$ cat config.mk
export PLATFORM = sky130hd
export DESIGN_NAME = riscv_inst_fetch
export DESIGN_NICKNAME = d
export VERILOG_FILES = /design/src/rtl/riscv_fetch_pkg.sv /design/src/rtl/fetch_fifo.sv /design/src/rtl/riscv_inst_fetch.sv
export SDC_FILE = /design/constraint.sdc
export NUM_CORES = 1
export LEC_CHECK = 0
export BUFFER_PORTS_ARGS = -buffer_cell sky130_fd_sc_hd__buf_2
export CAP_MARGIN = 10
export CORE_MARGIN = 1
export CORE_UTILIZATION = 45
export CTS_CLUSTER_DIAMETER = 100
export DETAILED_ROUTE_END_ITERATION = 16
export PLACE_DENSITY = 0.67
export SYNTH_ARGS = -nofsm -noshare
export SYNTH_HDL_FRONTEND = slang
export SYNTH_HIERARCHICAL = 1
export SYNTH_SLANG_ARGS = --single-unit
$ cat constraint.sdc
create_clock -name CLK -period 16.81 [get_ports CLK]
set_clock_uncertainty 0.05 [all_clocks]
set_input_delay 2.5215 -clock CLK [delete_from_list [all_inputs] [get_ports CLK]]
set_output_delay 2.5215 -clock CLK [all_outputs]
set_load 0.01 [all_outputs]
$ cat src/rtl/riscv_fetch_pkg.sv
// Shared types and constants for the instruction fetch stage.
// Latency: n/a (types only).
// Backpressure: n/a.
package riscv_fetch_pkg;

  typedef enum logic [1:0] {
    RUN        = 2'd0,
    FLUSH      = 2'd1,
    HALT_DRAIN = 2'd2,
    HALTED     = 2'd3
  } fetch_state_t;

  localparam logic [31:0] INST_NOP = 32'h0000_0013;
  localparam logic [31:0] PC_STEP  = 32'd4;

  // One prefetch buffer entry: instruction word tagged with its PC.
  typedef struct packed {
    logic [31:0] pc;
    logic [31:0] inst;
  } fetch_ent_t;

endpackage

$ cat src/rtl/fetch_fifo.sv
// Synchronous prefetch FIFO of {pc, inst} entries with push/pop/clear and occupancy count.
// Latency: a pushed entry is visible at the head the cycle after the push.
// Backpressure: none internally; the caller never pushes when full and never pops when empty.
module fetch_fifo
  import riscv_fetch_pkg::*;
#(
  parameter  int DEPTH = 2,
  localparam int CW    = $clog2(DEPTH + 1),
  localparam int PW    = (DEPTH > 1) ? $clog2(DEPTH) : 1
) (
  input  logic          clk,
  input  logic          rst,
  input  logic          push,
  input  fetch_ent_t    push_dat,
  input  logic          pop,
  input  logic          clear,
  output fetch_ent_t    head_dat,
  output logic [CW-1:0] count
);

  fetch_ent_t    mem_q [DEPTH];
  logic [PW-1:0] wr_ptr_q, wr_ptr_d;
  logic [PW-1:0] rd_ptr_q, rd_ptr_d;
  logic [CW-1:0] count_q, count_d;

  function automatic logic [PW-1:0] ptr_inc(input logic [PW-1:0] p);
    return (p == PW'(DEPTH - 1)) ? '0 : p + PW'(1);
  endfunction

  // Pointer and count update; clear wins over any same-cycle push/pop.
  always_comb begin
    wr_ptr_d = wr_ptr_q;
    rd_ptr_d = rd_ptr_q;
    count_d  = count_q;
    if (clear) begin
      wr_ptr_d = '0;
      rd_ptr_d = '0;
      count_d  = '0;
    end else begin
      if (push) wr_ptr_d = ptr_inc(wr_ptr_q);
      if (pop)  rd_ptr_d = ptr_inc(rd_ptr_q);
      if (push && !pop)      count_d = count_q + CW'(1);
      else if (pop && !push) count_d = count_q - CW'(1);
    end
  end

  // Control registers with synchronous reset.
  always_ff @(posedge clk) begin
    if (rst) begin
      wr_ptr_q <= '0;
      rd_ptr_q <= '0;
      count_q  <= '0;
    end else begin
      wr_ptr_q <= wr_ptr_d;
      rd_ptr_q <= rd_ptr_d;
      count_q  <= count_d;
    end
  end

  // Data storage; no reset needed because the head is qualified by count.
  always_ff @(posedge clk) begin
    if (push && !clear) mem_q[wr_ptr_q] <= push_dat;
  end

  assign head_dat = mem_q[rd_ptr_q];
  assign count    = count_q;

endmodule

$ cat src/rtl/riscv_inst_fetch.sv
// Instruction fetch: PC, 1-cycle SRAM word reads, prefetch FIFO, redirect-with-kill, sticky halt+drain.
// Latency: reset->INST_VALID 2 cycles, redirect->INST_VALID 3 cycles, 1 inst/cycle steady state.
// Backpressure: stops issuing once FIFO+in-flight reach DEPTH; head held stable while !INST_READY. FETCH_PERF_EN adds counters.
module riscv_inst_fetch
  import riscv_fetch_pkg::*;
#(
  parameter logic [31:0] RESET_PC = 32'h0000_0000,
  parameter int          DEPTH    = 2,
  parameter int          AWIDTH   = 12
) (
  input  logic              CLK,
  input  logic              RST,
  output logic              I_MEM_CSN,
  output logic [AWIDTH-1:0] I_MEM_ADDR,
  input  logic [31:0]       I_MEM_DI,
  input  logic              REDIRECT_VALID,
  input  logic [31:0]       REDIRECT_PC,
  input  logic              HALT,
  output logic              INST_VALID,
  input  logic              INST_READY,
  output logic [31:0]       INST,
  output logic [31:0]       INST_PC,
`ifdef FETCH_PERF_EN
  output logic [31:0]       FETCH_CNT,
  output logic [31:0]       STALL_CNT,
`endif
  output logic              FETCH_IDLE
);

  localparam int CW = $clog2(DEPTH + 1);

  fetch_state_t  state_q, state_d;
  logic [31:0]   pc_q, pc_d;
  logic [31:0]   ifl_pc_q, ifl_pc_d;
  logic          ifl_q, ifl_d;

  logic [CW-1:0] fifo_cnt;
  logic [CW:0]   occ;
  fetch_ent_t    head;
  fetch_ent_t    push_ent;
  logic          redir_take;
  logic          issue;
  logic          pop;
  logic          push;

  // Redirects are honoured everywhere except in the terminal HALTED state.
  assign redir_take = REDIRECT_VALID && (state_q != HALTED);
  assign occ        = {1'b0, fifo_cnt} + (CW+1)'(ifl_q);
  assign pop        = INST_VALID && INST_READY;

  // A word may be requested when a FIFO slot is guaranteed for it next cycle.
  assign issue = !RST && ((state_q == RUN) || (state_q == FLUSH)) && !HALT && !REDIRECT_VALID &&
                 ((occ < (CW+1)'(DEPTH)) || pop);

  // The word returning during a redirect cycle is the killed in-flight read.
  assign push     = ifl_q && !redir_take;
  assign push_ent = '{pc: ifl_pc_q, inst: I_MEM_DI};

  fetch_fifo #(.DEPTH(DEPTH)) u_fifo (
    .clk      (CLK),
    .rst      (RST),
    .push     (push),
    .push_dat (push_ent),
    .pop      (pop),
    .clear    (redir_take),
    .head_dat (head),
    .count    (fifo_cnt)
  );

  // Next PC, in-flight tracking and fetch state transitions.
  always_comb begin
    state_d  = state_q;
    pc_d     = pc_q;
    ifl_d    = issue;
    ifl_pc_d = pc_q;
    if (issue)      pc_d = pc_q + PC_STEP;
    if (redir_take) pc_d = REDIRECT_PC & ~32'h3;
    unique case (state_q)
      RUN, FLUSH: begin
        if (HALT)            state_d = HALT_DRAIN;
        else if (redir_take) state_d = FLUSH;
        else                 state_d = RUN;
      end
      HALT_DRAIN: begin
        if ((fifo_cnt == '0) && !ifl_q) state_d = HALTED;
      end
      HALTED:  state_d = HALTED;
      default: state_d = RUN;
    endcase
  end

  // Fetch state registers with synchronous reset.
  always_ff @(posedge CLK) begin
    if (RST) begin
      state_q  <= RUN;
      pc_q     <= RESET_PC;
      ifl_q    <= 1'b0;
      ifl_pc_q <= '0;
    end else begin
      state_q  <= state_d;
      pc_q     <= pc_d;
      ifl_q    <= ifl_d;
      ifl_pc_q <= ifl_pc_d;
    end
  end

  assign I_MEM_CSN  = !issue;
  assign I_MEM_ADDR = pc_q[AWIDTH-1:0];
  assign INST_VALID = (fifo_cnt != '0);
  assign INST       = INST_VALID ? head.inst : '0;
  assign INST_PC    = INST_VALID ? head.pc   : '0;
  assign FETCH_IDLE = (state_q == HALTED);

`ifdef FETCH_PERF_EN
  logic [31:0] fetch_cnt_q, fetch_cnt_d;
  logic [31:0] stall_cnt_q, stall_cnt_d;

  // Saturating counters: accepted pushes and consumer stall cycles.
  always_comb begin
    fetch_cnt_d = fetch_cnt_q;
    stall_cnt_d = stall_cnt_q;
    if (push && (fetch_cnt_q != '1))                      fetch_cnt_d = fetch_cnt_q + 32'd1;
    if (INST_VALID && !INST_READY && (stall_cnt_q != '1)) stall_cnt_d = stall_cnt_q + 32'd1;
  end

  // Counter registers with synchronous reset.
  always_ff @(posedge CLK) begin
    if (RST) begin
      fetch_cnt_q <= '0;
      stall_cnt_q <= '0;
    end else begin
      fetch_cnt_q <= fetch_cnt_d;
      stall_cnt_q <= stall_cnt_d;
    end
  end

  assign FETCH_CNT = fetch_cnt_q;
  assign STALL_CNT = stall_cnt_q;
`endif

endmodule

* After elaboration in Yosys (flattened, before gate mapping)
Memories as Yosys holds them, arrays and structs flattened. A register that Yosys moved wholly into a read port is not among the register bits. Cells that the tools add are included.
Storage, ports and cells: register bits after elaboration 71, bits in latches 0, RAM bits 128, bits in read-only memories 0, input port bits 69, output and inout bits 79, word-level logic and storage cells 65, memories kept 1
Memory list:
- u_fifo.mem_q | words 2, width 64, read ports 1, clocked after memory_dff 1, wr ports 1, RTL line fetch_fifo.sv:21 | fetch_ent_t mem_q [DEPTH];
Operators by class: $add $sub $neg 6, multipliers 0, divide/modulo/power cells 0, $lt $le $gt $ge 1, equality and inequality tests 5, shift-type cells 0, muxes and demuxes 16, bitwise logic cells 0, reduce and logical (&&, ||, !) cells 28
Operators by type and width (count):
- $mux W32 | 4
- $add A32 B3 Y32 const B | 1
- $logic_and A1 B1 Y1 | 11
- $logic_not A1 Y1 | 8
- $mux W2 | 4
- $mux W1 | 7
- $pmux W2 S3 | 1
- $reduce_bool A2 Y1 | 3
- $eq A2 B2 Y1 const B | 2
- $logic_not A2 Y1 | 2
- $ne A2 B2 Y1 const B | 2
- $reduce_or A2 Y1 | 2
- $add A2 B1 Y3 | 1
- $lt A3 B2 Y1 const B | 1
- $add A1 B1 Y1 const B | 2
- $add A2 B1 Y2 const B | 1
- $eq A2 B1 Y1 const B | 1
- $logic_or A1 B1 Y1 | 2
- $sub A2 B1 Y2 const B | 1

* Depth between registers and ports, before layout
Gate-level depths: netlist (run 1).
word-level depth 8, mapped depth 8, depth with buffers taken out 7

* Modules after synthesis
The synthesis (run 1) kept the hierarchy.
By module, submodules not included:
- fetch_fifo | instances 1, cells an instance 219, area an instance 4805.9 um^2, sequential area each 3943.8 um^2
- riscv_inst_fetch | instances 1, cells an instance 365, area an instance 3106.7 um^2, sequential area each 1261.2 um^2

* Least setup slack after synthesis (run 1)
No wires, ideal clock.
kind input -> register, start input port REDIRECT_VALID, end memory u_fifo/mem_q[0][0] (netlist name), enable pin, setup time 578 ps, data arrival time 7839 ps, required time 16182 ps, path slack 8343 ps, cell stages on the path 4, buffers on the path 1, cell sequence nand2_1 > clkbuf_1 > and2_1 > nor3b_1
On the way: word-level cells in the longest chain between the ends 6
Ends and longest elaborated chain:
- from (decl) | RTL line riscv_inst_fetch.sv:16 | input logic REDIRECT_VALID,
- $logic_and A1 B1 Y1 | RTL line riscv_inst_fetch.sv:47 | assign redir_take = REDIRECT_VALID && (state_q != HALTED);
- $logic_not A1 Y1 | RTL line riscv_inst_fetch.sv:56 | assign push = ifl_q && !redir_take;
- $logic_and A1 B1 Y1 | RTL line riscv_inst_fetch.sv:56
- named net push | RTL line riscv_inst_fetch.sv:44 | logic push;
- $logic_and A1 B1 Y1 | RTL line fetch_fifo.sv:62 | if (push && !clear) mem_q[wr_ptr_q] <= push_dat;
- $mux W1 | RTL line fetch_fifo.sv:62
- $mux W1 (not written as such) | RTL line fetch_fifo.sv:62
- to (decl) | RTL line fetch_fifo.sv:21
The timed path passes the listed nets, and every way through them passes these cells.

* Final worst setup path (run 1)
start input port RST, end output port I_MEM_CSN
On the way: word-level cells in the longest chain between the ends 6
Ends and longest elaborated chain:
- from (decl) | RTL line riscv_inst_fetch.sv:12 | input logic RST,
- $logic_not A1 Y1 | RTL line riscv_inst_fetch.sv:52 | assign issue = !RST && ((state_q == RUN) || (state_q == FLUSH)) && !HALT && !REDIRECT_VALID &&
- $logic_and A1 B1 Y1 (4 in series) | RTL line riscv_inst_fetch.sv:52
- $logic_not A1 Y1 | RTL line riscv_inst_fetch.sv:107 | assign I_MEM_CSN = !issue;
- to (decl) | RTL line riscv_inst_fetch.sv:13 | output logic I_MEM_CSN,
No other way between the ends.

==> reports/results.md, run 1 <==
| Parameter | This run | Unit |
|:---|:---|:---|
| Die extent in y | 135 | microns |
| Count of different cell masters after synthesis | 38 | - |
| Area fraction of the dominant cell type after synthesis | 48.6 | % |
| Number of max-capacitance violations reported | 0 | - |
| Initial standard-cell utilization of the core | 45.9 | % |
| Post-CTS clock slew at the launch and capture registers of the worst setup and hold paths | 0.07 | ns |
| Clock Root Buffer | clkbuf_16 | - |
| Number of standard cells after synthesis | 584 | - |
| Post-route DRC | 0 | - |
| Maximum level of the CTS H-tree | 4 | - |
| Portion of the post-synthesis area used by sequential elements | 65.8 | % |
| Post-synth design cell area | 0.00791 | sq mm |
| Post-detailed-route count of antenna-violating nets | 0 | - |
| Cell accounting for the most synthesized area | edfxtp_1 | - |
| RSZ-0062 raised after global routing | false | - |
| Dpl cells | 923 | - |
| CP Capture Type | output port | - |
| Setup tns final | 0 | ns |
| Worst-case hold path end point | u_fifo/mem_q[0][35] | - |
| Share of the clock period used by the worst path | 40.7 | % |
| Number of pins with negative max-slew slack in the final report | 0 | - |
| Pin count of the biggest net entering global routing | 69 | - |
| Number of buffers created by CTS | 17 | - |
| CORE AREA | 0.0172 | sq mm |
| Critical register-to-register path endpoint | u_fifo/mem_q[1][28] | - |
| Final-report setup violation count | 0 | - |
| TritonCTS clock tree | done | - |
| Setup fix buffers added after clock tree synthesis | 0 | - |
| Instance area at placement | 0.00877 | sq mm |
| Weighted congestion reported at the end of routability-driven placement | 0.795 | - |
| DRT Pass-1 Iters | 4 | - |
| Total vias in the final route | 4842 | - |
| Routed wire length | 14800 | microns |
| Min-Delay Path Class | reg -> reg | - |
| Worst path arrival time | 4.26 | ns |
| DRC marker count from the first detailed-route iteration | 221 | - |
| Number of global-route vias before repair | 4871 | - |
| Final HPWL DP | 9740 | microns |
| Max_slew headroom | 29.1 | % |
| Flop and latch count out of synthesis | 196 | - |
| Die area | 0.0181 | sq mm |
| Net count reported at finish | 788 | - |
| Worst-path cell chain | buf_2 -> buf_4 -> or4_4 -> a21oi_2 -> inv_1 -> buf_2 | - |
| R2R depth | 5 | - |
| F_max | 0.146 | GHz |
| Post-synth top flop | edfxtp_1 | - |
| CP max stage delay | 0.62 | ns |
| Most frequent CP cell | buf_2 | - |
| Worst hold path startpoint | ifl_pc_q[3] | - |
| Post-CTS Hold Buffers | 0 | - |
| Avg Cell Area, Syn | 13.5 | sq um |
| Port Buffer Count | 143 | - |
| FF-to-FF Start | state_q[1] | - |
| Fraction of layout instances using a drive strength above 1 | 34.8 | % |
| Area grow syn2layout | 18.3 | % |
| Final standard cell area without fillers | 0.00936 | sq mm |
| Worst reg2reg setup slack | 13.45 | ns |
| Async SR Flop Fraction | 0 | % |
| Worst setup SP type | input pin | - |
| Outcome | finished, final reports clean | - |
| Total power per unit cell area | 104 | mW/mm^2 |
| Routed length per instance | 15.5 | microns |
| Worst hold path cell count | 0 | - |
| Rows | 48 | - |
| Maximum fanout encountered on the critical timing path | 68 | - |
| Number of enable flip-flop cells after synthesis | 128 | - |
| Leak | 3.53 | nW |
| Non-Filler Instances | 956 | - |
| CTS sink cnt | 196 | - |
| Worst slew pin tran | 1.06 | ns |
| Gr usage total | 17.2 | % |
| Leading cell types by count after synthesis | edfxtp_1 (128), dfxtp_1 (68), and2_1 (67) | - |
| Cell type of the slowest stage on the worst timing path | or4_4 | - |
| Post-layout total power | 977 | uW |
| Worst vdd rail ir drop | 0.0791 | mV |
| First-pass GRT wire length | 23500 | microns |
| Initial antenna violation count | 1 | - |
| Top Ports | 148 | - |
| Required time reported for the critical path endpoint | 14.24 | ns |
| Minimum clock period | 6.84 | ns |
| Total number of yosys warnings | 6 | - |
| Most common cell in the netlist | edfxtp_1 | - |
| Drt via density | 5.06 | - |
| Die width | 135 | microns |
| Leading post-synthesis cells by cell area | edfxtp_1 (49%), dfxtp_1 (17%), mux2_2 (9.1%) | - |
| Clock Latency Late Sink | 0.43 | ns |
| Maximum clock path buffer count | 2 | - |
| Final hold violation count | 0 | - |
| Crit Path Category | in -> out | - |
| Number of gates resized after CTS | 0 | - |
| Total global routing overflow | 0 | - |
## logic make-up after synthesis
group	share of synthesized area, %
mux	9.11
fa+ha+maj	0.316
xor+xnor	3.43
compound gates	3.92
buf+inv	3.15
simple gates	14.2
other cells	0.0474
flops	65.8
## final cells by class
type	instances	area, sq um
Antenna cell	1	2.50
Clock buffer	23	510
Clock inverter	9	78.8
Fill cell	1482	7880
Inverter	7	26.3
Multi-Input combinational cell	345	2490
Sequential cell	196	5210
Tap cell	225	282
Timing Repair Buffer	150	768
## how the worst max path moves through the flow
stage,start,to,slack (ns),cells past startpoint
after detailed placement,RST,I_MEM_CSN,10.0,6
after global routing,RST,I_MEM_CSN,9.89,6
after CTS,RST,I_MEM_CSN,9.99,6
after floorplan,REDIRECT_VALID,u_fifo/mem_q[0][0],8.34,4
final,RST,I_MEM_CSN,9.97,6
after global placement,RST,I_MEM_CSN,10.03,6
## state kept, by name, indices dropped and copies added (netlist names), named ones only
name	cells
state_q	2
ifl_q	1
ifl_pc_d	30
u_fifo/mem_q	128
u_fifo/rd_ptr_q	1
ifl_pc_q	30
u_fifo/wr_ptr_q	1
u_fifo/count	2
## stage by stage
step / hold slack [ns] / setup slack (ns) / utilization (%)
after floorplan: 0.354 / 8.34 / -
after global placement: 0.356 / 10.03 / 50.9
after detailed placement: 0.362 / 10.0 / 50.9
after CTS: 0.379 / 9.99 / 54.3
after global routing: 0.386 / 9.89 / 54.3
final: 0.377 / 9.97 / 54.3
## per-layer routing
metal	vias to the layer above	global-route usage, %	part of all wire (%)
met3	22	5.48	6.4
met5	-	0	0.088
met1	2328	20.2	43
li1	2339	-	-
met2	151	29.2	48
met4	2	6.87	1.8
## power breakdown
group / internal, mW / switching [mW] / total (mW)
sequential: 0.524 / 0.0102 / 0.534
clock: 0.219 / 0.173 / 0.391
combinational: 0.0237 / 0.0276 / 0.0513
total: 0.766 / 0.211 / 0.977
## layout by cell type, fill, tap and decap left out, types with 2 or more instances in the layout
cell | Yosys | routed
or3_1 | 2 | 2
buf_4 | 12 | 7
nand4_1 | 15 | 15
clkinvlp_4 | 0 | 2
inv_1 | 7 | 7
buf_2 | 7 | 143
a211oi_1 | 28 | 28
xnor2_1 | 5 | 5
a21oi_1 | 3 | 3
a311oi_1 | 2 | 2
nor2_1 | 40 | 40
nor3_1 | 7 | 7
clkinv_4 | 0 | 2
conb_1 | 1 | 6
dfxtp_1 | 68 | 67
nor2b_1 | 29 | 29
nand3_1 | 12 | 12
inv_8 | 0 | 2
clkbuf_1 | 18 | 2
o21ai_0 | 4 | 4
nand2_1 | 14 | 13
clkbuf_8 | 0 | 2
and3_1 | 5 | 5
mux2_2 | 64 | 64
and2_1 | 67 | 67
inv_6 | 0 | 2
o211ai_1 | 3 | 3
xor2_1 | 26 | 26
clkbuf_16 | 0 | 19
ha_1 | 2 | 2
edfxtp_1 | 128 | 128
## worst max-delay path, delay by kind of cell
family | cells | cell delay, ns
AOI/OAI and AO/OA | 1 | 0.37
and+or+nand+nor | 1 | 0.62
buffers and inverters | 4 | 0.72
(Power assumes the default switching activity.)
==> run 2: changes to the inputs <==
--- a/config.mk
+++ b/config.mk
@@ -5,13 +5,14 @@
 export SDC_FILE = /design/constraint.sdc
 export NUM_CORES = 1
 export LEC_CHECK = 0
+export ABC_AREA = 1
 export BUFFER_PORTS_ARGS = -buffer_cell sky130_fd_sc_hd__buf_2
 export CAP_MARGIN = 10
 export CORE_MARGIN = 1
 export CORE_UTILIZATION = 45
 export CTS_CLUSTER_DIAMETER = 100
 export DETAILED_ROUTE_END_ITERATION = 16
-export PLACE_DENSITY = 0.67
+export PLACE_DENSITY = 0.69
 export SYNTH_ARGS = -nofsm -noshare
 export SYNTH_HDL_FRONTEND = slang
 export SYNTH_HIERARCHICAL = 1
==> constraint.sdc (replaced) <==
create_clock -name CLK -period 6.1 [get_ports CLK]
set_clock_uncertainty 0.05 [all_clocks]
set_input_delay 0.915 -clock CLK [delete_from_list [all_inputs] [get_ports CLK]]
set_output_delay 0.915 -clock CLK [all_outputs]
set_load 0.01 [all_outputs]
==> run 2 against run 1 <==
Compared with the run above: routed wire length increased by 12%; die area increased by 12%; critical path type is now reg -> out; total power increased to 2.8 times the previous value.
==> reports/results.md, run 2 <==
| Parameter | This run | Unit | Delta |
|:---|:---|:---|:---|
| Outcome | finished, final reports clean | - | unchanged |
| Leak | 4.50 | nW | was 3.53 nW |
| Die width | 142 | microns | was 135 microns |
| Sequential cell area | 0.00521 | sq mm | about the same |
| Worst vdd rail ir drop | 0.179 | mV | was 0.0791 mV |
| Total power per unit cell area | 267 | mW/mm^2 | was 104 mW/mm^2 |
| Routed wire length | 16600 | microns | was 14800 microns |
| Leading cell types by count after synthesis | nor2_1 (171), nand2_1 (168), edfxtp_1 (128) | - | was edfxtp_1 (128), dfxtp_1 (68), and2_1 (67) |
| Gr usage total | 16.8 | % | was 17.2% |
| Most common cell in the netlist | nor2_1 | - | was edfxtp_1 |
| Top library cells by usage in the layout, fill and taps aside | nor2_1 (171), nand2_1 (168), buf_2 (143), edfxtp_1 (128), inv_1 (119) | - | was buf_2 (143), edfxtp_1 (128), and2_1 (67), dfxtp_1 (67), mux2_2 (64) |
| Leading cell type in the layout, fill and taps excluded | nor2_1 | - | was buf_2 |
| Count of different cell masters after synthesis | 33 | - | was 38 |
| Die area | 0.0203 | sq mm | was 0.0181 sq mm |
| Leading post-synthesis cells by cell area | edfxtp_1 (43%), dfxtp_1 (15%), mux2_4 (10%) | - | was edfxtp_1 (49%), dfxtp_1 (17%), mux2_2 (9.1%) |
| Worst setup SP type | register | - | was input pin |
| Ant. Diodes | 0 | - | was 1 |
| Post-route worst hold slack | 0.376 | ns | was 0.377 ns |
| Minimum clock period | 3.46 | ns |  |
| Async SR Flop Fraction | 0 | % | unchanged |
| Crit Path Category | reg -> out | - | was in -> out |
| Clock Root Buffer | clkbuf_16 | - | unchanged |
| Avg Cell Area, Syn | 10.2 | sq um | was 13.5 sq um |
| Post-CTS clock slew at the launch and capture registers of the worst setup and hold paths | 0.07 | ns | about the same |
| Top Ports | 148 | - | unchanged |
| Total global routing overflow | 0 | - | unchanged |
| Setup fix buffers added after clock tree synthesis | 0 | - | unchanged |
| Worst path arrival time | 2.49 | ns | was 4.26 ns |
| Maximum fanout encountered on the critical timing path | 33 | - | was 68 |
| CP Capture Type | output port | - | unchanged |
| Min-Delay Path Class | reg -> reg | - | unchanged |
| Number of buffers created by CTS | 17 | - | unchanged |
| Initial standard-cell utilization of the core | 45.8 | % | was 45.9% |
| Worst-path cell chain | buf_4 -> mux2_2 -> inv_1 -> nor2_1 -> buf_2 | - | was buf_2 -> buf_4 -> or4_4 -> a21oi_2 -> inv_1 -> buf_2 |
| Total number of yosys warnings | 6 | - | unchanged |
| Utilization after layout | 52.9 | % | was 54.3% |
| Number of buffers and inverters on the critical path | 3 | - | was 4 |
| Max FFs per register | 128 | - | unchanged |
| Final hold violation count | 0 | - | unchanged |
| Drt via density | 4.54 | - | was 5.06 |
| Post-CTS Hold Buffers | 0 | - | unchanged |
| Post-layout total power | 2.74 | mW | was 977 uW |
| Number of enable flip-flop cells after synthesis | 128 | - | unchanged |
| Area fraction of the dominant cell type after synthesis | 43.3 | % | was 48.6% |
| Die extent in y | 142 | microns | was 135 microns |
| First-pass GRT wire length | 26200 | microns | was 23500 microns |
| Post-route DRC | 0 | - | unchanged |
| Final-report setup violation count | 0 | - | unchanged |
| Net count reported at finish | 1075 | - | was 788 |
| Fraction of layout instances using a drive strength above 1 | 27.2 | % | was 34.8% |
| Port Buffer Count | 143 | - | unchanged |
| Routed length per instance | 13.0 | microns | was 15.5 microns |
| Post-synth top flop | edfxtp_1 | - | unchanged |
| Clock Latency Late Sink | 0.43 | ns | about the same |
| Cell accounting for the most synthesized area | edfxtp_1 | - | unchanged |
| Flop and latch count out of synthesis | 196 | - | unchanged |
| Number of pins with negative max-slew slack in the final report | 0 | - | unchanged |
| CP max stage delay | 0.76 | ns | was 0.62 ns |
| Crit path max-delay family | buffers and inverters | - | unchanged |
| Worst slew pin tran | 0.933 | ns | was 1.06 ns |
| DRC marker count from the first detailed-route iteration | 319 | - | was 221 |
| Pin count of the biggest net entering global routing | 67 | - | was 69 |
| RSZ-0062 raised after global routing | false | - | unchanged |
| Post-synth design cell area | 0.00888 | sq mm | was 0.00791 sq mm |
| CORE AREA | 0.0194 | sq mm | was 0.0172 sq mm |
| Number of max-capacitance violations reported | 0 | - | unchanged |
| Layout fillers | 1791 | - | was 1482 |
| Number of gates resized after CTS | 0 | - | unchanged |
| Non-Filler Instances | 1282 | - | was 956 |
| TritonCTS clock tree | done | - | unchanged |
| Most flop-heavy register | u_fifo/mem_q | - | unchanged |
| Cell type of the slowest stage on the worst timing path | dfxtp_4 | - | was or4_4 |
| CTS sink cnt | 196 | - | unchanged |
| Rows | 51 | - | was 48 |
| DRT Pass-1 Iters | 4 | - | unchanged |
| Initial antenna violation count | 0 | - | was 1 |
| Multi-input combinational cell area | 0.00291 | sq mm | was 0.00249 sq mm |
| Total vias in the final route | 5819 | - | was 4842 |
| Portion of the post-synthesis area used by sequential elements | 58.6 | % | was 65.8% |
| Number of global-route vias before repair | 5480 | - | was 4871 |
| Maximum clock path buffer count | 2 | - | unchanged |
| Required time reported for the critical path endpoint | 5.13 | ns | was 14.24 ns |
| Share of the clock period used by the worst path | 56.7 | % |  |
| Final HPWL DP | 10900 | microns | was 9740 microns |
| Maximum level of the CTS H-tree | 4 | - | unchanged |
| F_max | 0.289 | GHz |  |
| Dpl cells | 1250 | - | was 923 |
| Max_slew headroom | 37.8 | % | was 29.1% |
| Number of standard cells after synthesis | 871 | - | was 584 |
| Weighted congestion reported at the end of routability-driven placement | 0.861 | - | was 0.795 |
| Area grow syn2layout | 15.5 | % | was 18.3% |
| Post-detailed-route count of antenna-violating nets | 0 | - | unchanged |
-- run 2: cell types whose count changed in the layout (fill, tap and decap cells not counted), sizes merged, moves of 13 or more --
| cell | previous run | this run |
|---|---|---|
| nand3 | 13 | 41 |
| and2 | 67 | 1 |
| nand2 | 14 | 174 |
| xor2 | 26 | 3 |
| o21ai | 4 | 17 |
| nand4 | 15 | 1 |
| inv | 12 | 130 |
| nor2 | 40 | 188 |
| a211oi | 28 | 0 |
| nor2b | 29 | 0 |
-- run 2: cell type report --
type / instances / share of cell area, %
Clock inverter: 14 / 1.35
Clock buffer: 18 / 4.39
Sequential cell: 196 / 50.8
Inverter: 123 / 4.50
Multi-Input combinational cell: 518 / 28.4
Tap cell: 265 / 3.23
Timing Repair Buffer: 148 / 7.34
-- run 2: power by group --
group	switching, mW	internal [mW]
registers	0.0268	1.44
clock network	0.515	0.568
logic	0.114	0.0727
total	0.656	2.09
-- run 2: per-stage QoR --
stage               setup WS [ns]  setup TNS [ns]  instance area (sq um)
finish                       2.64               0                  10300
global route                 2.49               0                  10300
CTS                          2.56               0                  10300
detailed placement           2.24               0                   9670
global placement             2.30               0                   9670
floorplan                  -0.422          -54.04                   8900
-- run 2: layer usage --
| layer | routed length, microns | vias up | GRT usage [%] |
|---|---|---|---|
| li1 | - | 3024 | - |
| met1 | 7700 | 2644 | 20.9 |
| met2 | 7990 | 135 | 28.6 |
| met3 | 712 | 16 | 3.36 |
| met4 | 223 | 0 | 6.96 |
| met5 | 0 | - | 0 |
-- run 2: final timing paths --
kind | start | to | slack, ns | cells after the start
hold reg to reg | ifl_pc_q[18] | u_fifo/mem_q[0][50] | 0.38 | 0
setup reg to reg | state_q[1] | u_fifo/mem_q[0][17] | 2.88 | 8
hold / removal | ifl_pc_q[18] | u_fifo/mem_q[0][50] | 0.38 | 0
setup / recovery | register | INST_PC[18] | 2.64 | 5
-- run 2: cells by family after synthesis --
kind of cell,share of synthesized area [%]
compound gates,1.51
xor+xnor,0.395
mux,10.9
fa+ha+maj,0.282
other cells,0.0422
flops,58.6
buf+inv,8.92
simple gates,19.4
-- run 2: worst register-to-register path, delay by kind of cell (launching register included) --
kind / cells / cell delay [ns]
buf+inv: 4 / 1.84
flops: 1 / 0.36
simple gates: 4 / 0.54
==> run 3: changes to the inputs <==
--- a/config.mk
+++ b/config.mk
@@ -12,7 +12,7 @@
 export CORE_UTILIZATION = 45
 export CTS_CLUSTER_DIAMETER = 100
 export DETAILED_ROUTE_END_ITERATION = 16
-export PLACE_DENSITY = 0.69
+export PLACE_DENSITY = 0.66
 export SYNTH_ARGS = -nofsm -noshare
 export SYNTH_HDL_FRONTEND = slang
 export SYNTH_HIERARCHICAL = 1
==> constraint.sdc (replaced) <==
create_clock -name CLK -period 3.2 [get_ports CLK]
set_clock_uncertainty 0.05 [all_clocks]
set_input_delay 0.48 -clock CLK [delete_from_list [all_inputs] [get_ports CLK]]
set_output_delay 0.48 -clock CLK [all_outputs]
set_load 0.01 [all_outputs]
==> run 3 against run 2 <==
Compared with the run above: final cell count is 0.16% higher; sequential cell count is the same; clock power rose by 91%; global-route usage is 0.25 points lower; via count about the same; sequential power rose by 90%; combinational power up 94%; register-to-register slack worse by 1.8 ns; total power increased by 91%; worst hold slack got worse by 0.18 ns; sequential share of layout area shrank 0.31 points; critical path type unchanged; largest cell class unchanged.
==> reports/results.md, run 3 (synthesis gave the netlist of run 2 again) <==
| Parameter | This run | Unit | Delta |
|:---|:---|:---|:---|
| Number of pins with negative max-slew slack in the final report | 0 | - | unchanged |
| Number of gates resized after CTS | 0 | - | unchanged |
| Multi-input combinational cell area | 0.00292 | sq mm | was 0.00291 sq mm |
| Final HPWL DP | 11200 | microns | was 10900 microns |
| Ant. Diodes | 0 | - | unchanged |
| Worst setup SP type | register | - | unchanged |
| TritonCTS clock tree | done | - | unchanged |
| Gr usage total | 16.6 | % | was 16.8% |
| DRT Pass-1 Iters | 5 | - | was 4 |
| Share of the clock period used by the worst path | 78.9 | % |  |
| Die extent in y | 142 | microns | unchanged |
| Drt via density | 4.53 | - | was 4.54 |
| Fraction of met2 tracks used by global routing | 27.9 | % | was 28.6% |
| Critical Path Sink | INST_PC[22] | - | was INST_PC[18] |
| Rows | 51 | - | unchanged |
| Post-detailed-route count of antenna-violating nets | 0 | - | unchanged |
| Most flop-heavy register | u_fifo/mem_q | - | unchanged |
| DRC marker count from the first detailed-route iteration | 279 | - | was 319 |
| Pin count of the biggest net entering global routing | 65 | - | was 67 |
| Routed length per instance | 12.9 | microns | was 13.0 microns |
| First-pass GRT wire length | 25800 | microns | was 26200 microns |
| Critical Path Stages | 5 | - | unchanged |
| Crit Path Category | reg -> out | - | unchanged |
| Gr busiest metal | met2 | - | unchanged |
| Initial standard-cell utilization of the core | 45.8 | % | unchanged |
| Minimum clock period | 2.53 | ns |  |
| Maximum fanout encountered on the critical timing path | 22 | - | was 33 |
| Number of buffers and inverters on the critical path | 3 | - | unchanged |
| Worst hold path startpoint | I_MEM_DI[26] | - | was ifl_pc_q[18] |
| Total global routing overflow | 0 | - | unchanged |
| Max FFs per register | 128 | - | unchanged |
| Post-layout total power | 5.23 | mW | was 2.74 mW |
| Sequential cell area | 0.00521 | sq mm | unchanged |
| CORE AREA | 0.0194 | sq mm | unchanged |
| Max_slew headroom | 54.1 | % | was 37.8% |
| Leak | 4.53 | nW | was 4.50 nW |
| Worst vdd rail ir drop | 0.359 | mV | was 0.179 mV |
| Leading cell type in the layout, fill and taps excluded | nor2_1 | - | unchanged |
| Critical register-to-register path endpoint | u_fifo/mem_q[1][19] | - | was u_fifo/mem_q[0][17] |
| Top Ports | 148 | - | unchanged |
| Worst path arrival time | 2.00 | ns | was 2.49 ns |
| Number of max-capacitance violations reported | 0 | - | unchanged |
| Number of buffers created by CTS | 17 | - | unchanged |
| Final-report setup violation count | 0 | - | unchanged |
| Crit path max-delay family | flip-flops | - | was buffers and inverters |
| RSZ-0062 raised after global routing | false | - | unchanged |
| Post-CTS clock slew at the launch and capture registers of the worst setup and hold paths | 0.07 | ns | about the same |
| Top library cells by usage in the layout, fill and taps aside | nor2_1 (171), nand2_1 (168), buf_2 (143), edfxtp_1 (128), inv_1 (119) | - | unchanged |
| FF-to-FF Start | state_q[1] | - | unchanged |
| Port Buffer Count | 143 | - | unchanged |
| Final hold violation count | 0 | - | unchanged |
| CTS sink cnt | 196 | - | unchanged |
| Weighted congestion reported at the end of routability-driven placement | 0.911 | - | was 0.861 |
| Total vias in the final route | 5821 | - | was 5819 |
| Cell type of the slowest stage on the worst timing path | dfxtp_4 | - | unchanged |
| Layout fillers | 1778 | - | was 1791 |
| Net count reported at finish | 1077 | - | was 1075 |
| Post-CTS Hold Buffers | 0 | - | unchanged |
| Outcome | finished, final reports clean | - | unchanged |
| Post-route worst hold slack | 0.198 | ns | was 0.376 ns |
| Setup tns final | 0 | ns | unchanged |
| CP max stage delay | 0.61 | ns | was 0.76 ns |
| Clock Root Buffer | clkbuf_16 | - | unchanged |
| Initial antenna violation count | 0 | - | unchanged |
| Area grow syn2layout | 16.2 | % | was 15.5% |
| Worst reg2reg setup slack | 1.06 | ns | was 2.88 ns |
| Worst slew pin tran | 0.687 | ns | was 0.933 ns |
| Fraction of layout instances using a drive strength above 1 | 27.3 | % | was 27.2% |
| Setup fix buffers added after clock tree synthesis | 0 | - | unchanged |
| Met1 Track Usage GR | 21.2 | % | was 20.9% |
| CP Capture Type | output port | - | unchanged |
| Min-Delay Path Class | in -> reg | - | was reg -> reg |
| Post-route DRC | 0 | - | unchanged |
| Maximum level of the CTS H-tree | 4 | - | unchanged |
| Worst-path cell chain | buf_4 -> mux2_4 -> inv_1 -> nor2_1 -> buf_2 | - | was buf_4 -> mux2_2 -> inv_1 -> nor2_1 -> buf_2 |
| Required time reported for the critical path endpoint | 2.67 | ns | was 5.13 ns |
| Clock Latency Late Sink | 0.42 | ns | was 0.43 ns |
| F_max | 0.396 | GHz |  |
| Total power per unit cell area | 506 | mW/mm^2 | was 267 mW/mm^2 |
| Die width | 142 | microns | unchanged |
| R2R depth | 7 | - | was 8 |
| Die area | 0.0203 | sq mm | unchanged |
| Met3 capacity usage during global routing | 3.10 | % | was 3.36% |
| Number of global-route vias before repair | 5324 | - | was 5480 |
| Maximum clock path buffer count | 2 | - | unchanged |
| Routed wire length | 16500 | microns | was 16600 microns |
-- run 3: cell count changes in the layout (fill, tap and decap cells not counted), sizes merged --
cell      before  now
bufinv         0    1
clkinv         5    4
buf          148  150
clkinvlp       2    0
clkbuf        18   20
-- run 3: routing by layer --
layer | share of wire [%] | routed length [microns]
met1 | 47 | 7770
met5 | 0 | 0
met4 | 1.4 | 238
met3 | 4.0 | 658
met2 | 47 | 7840
-- run 3: worst min-delay path by stage --
stage                                endpoint  slack [ns]  cells past startpoint
final                     u_fifo/mem_q[0][26]        0.20                      1
after global routing      u_fifo/mem_q[0][19]        0.17                      1
after CTS                 u_fifo/mem_q[0][26]        0.18                      1
after detailed placement  u_fifo/mem_q[1][36]        0.36                      0
after global placement    u_fifo/mem_q[0][36]        0.36                      0
after floorplan           u_fifo/mem_q[0][34]        0.35                      0
-- run 3: per-stage QoR --
step / area (sq um) / utilization [%] / worst slack, ns / instances
final: 10300 / 53.2 / 0.674 / 1284
after global routing: 10300 / 53.2 / 0.544 / 1284
after CTS: 10300 / 53.2 / 0.609 / 1284
after detailed placement: 9750 / 50.2 / 0.919 / 1252
after global placement: 9750 / 50.2 / 0.942 / 1252
after floorplan: 8920 / - / 0.0530 / 876
-- run 3: worst register-to-register path, cell delays in order (launching register included) --
cell	delay, ns
dfxtp_1	0.36
nand2_1	0.12
nand2_2	0.10
clkinv_2	0.20
nor2_1	0.20
inv_1	0.15
nor3_4	0.22
buf_12	0.33
-- run 3: power breakdown --
part           total (mW)  leakage (nW)  internal (mW)  switching [mW]
sequential           2.80          1.72           2.75          0.0504
combinational       0.363          2.52          0.142           0.221
clock                2.06         0.288           1.13           0.925
-- run 3: area by class of cell --
type | count | area share [%]
Tap cell | 265 | 3.21
Inverter | 123 | 4.49
Multi-Input combinational cell | 518 | 28.3
Timing Repair Buffer | 150 | 7.93
Clock buffer | 20 | 4.43
Clock inverter | 12 | 1.14
Sequential cell | 196 | 50.5
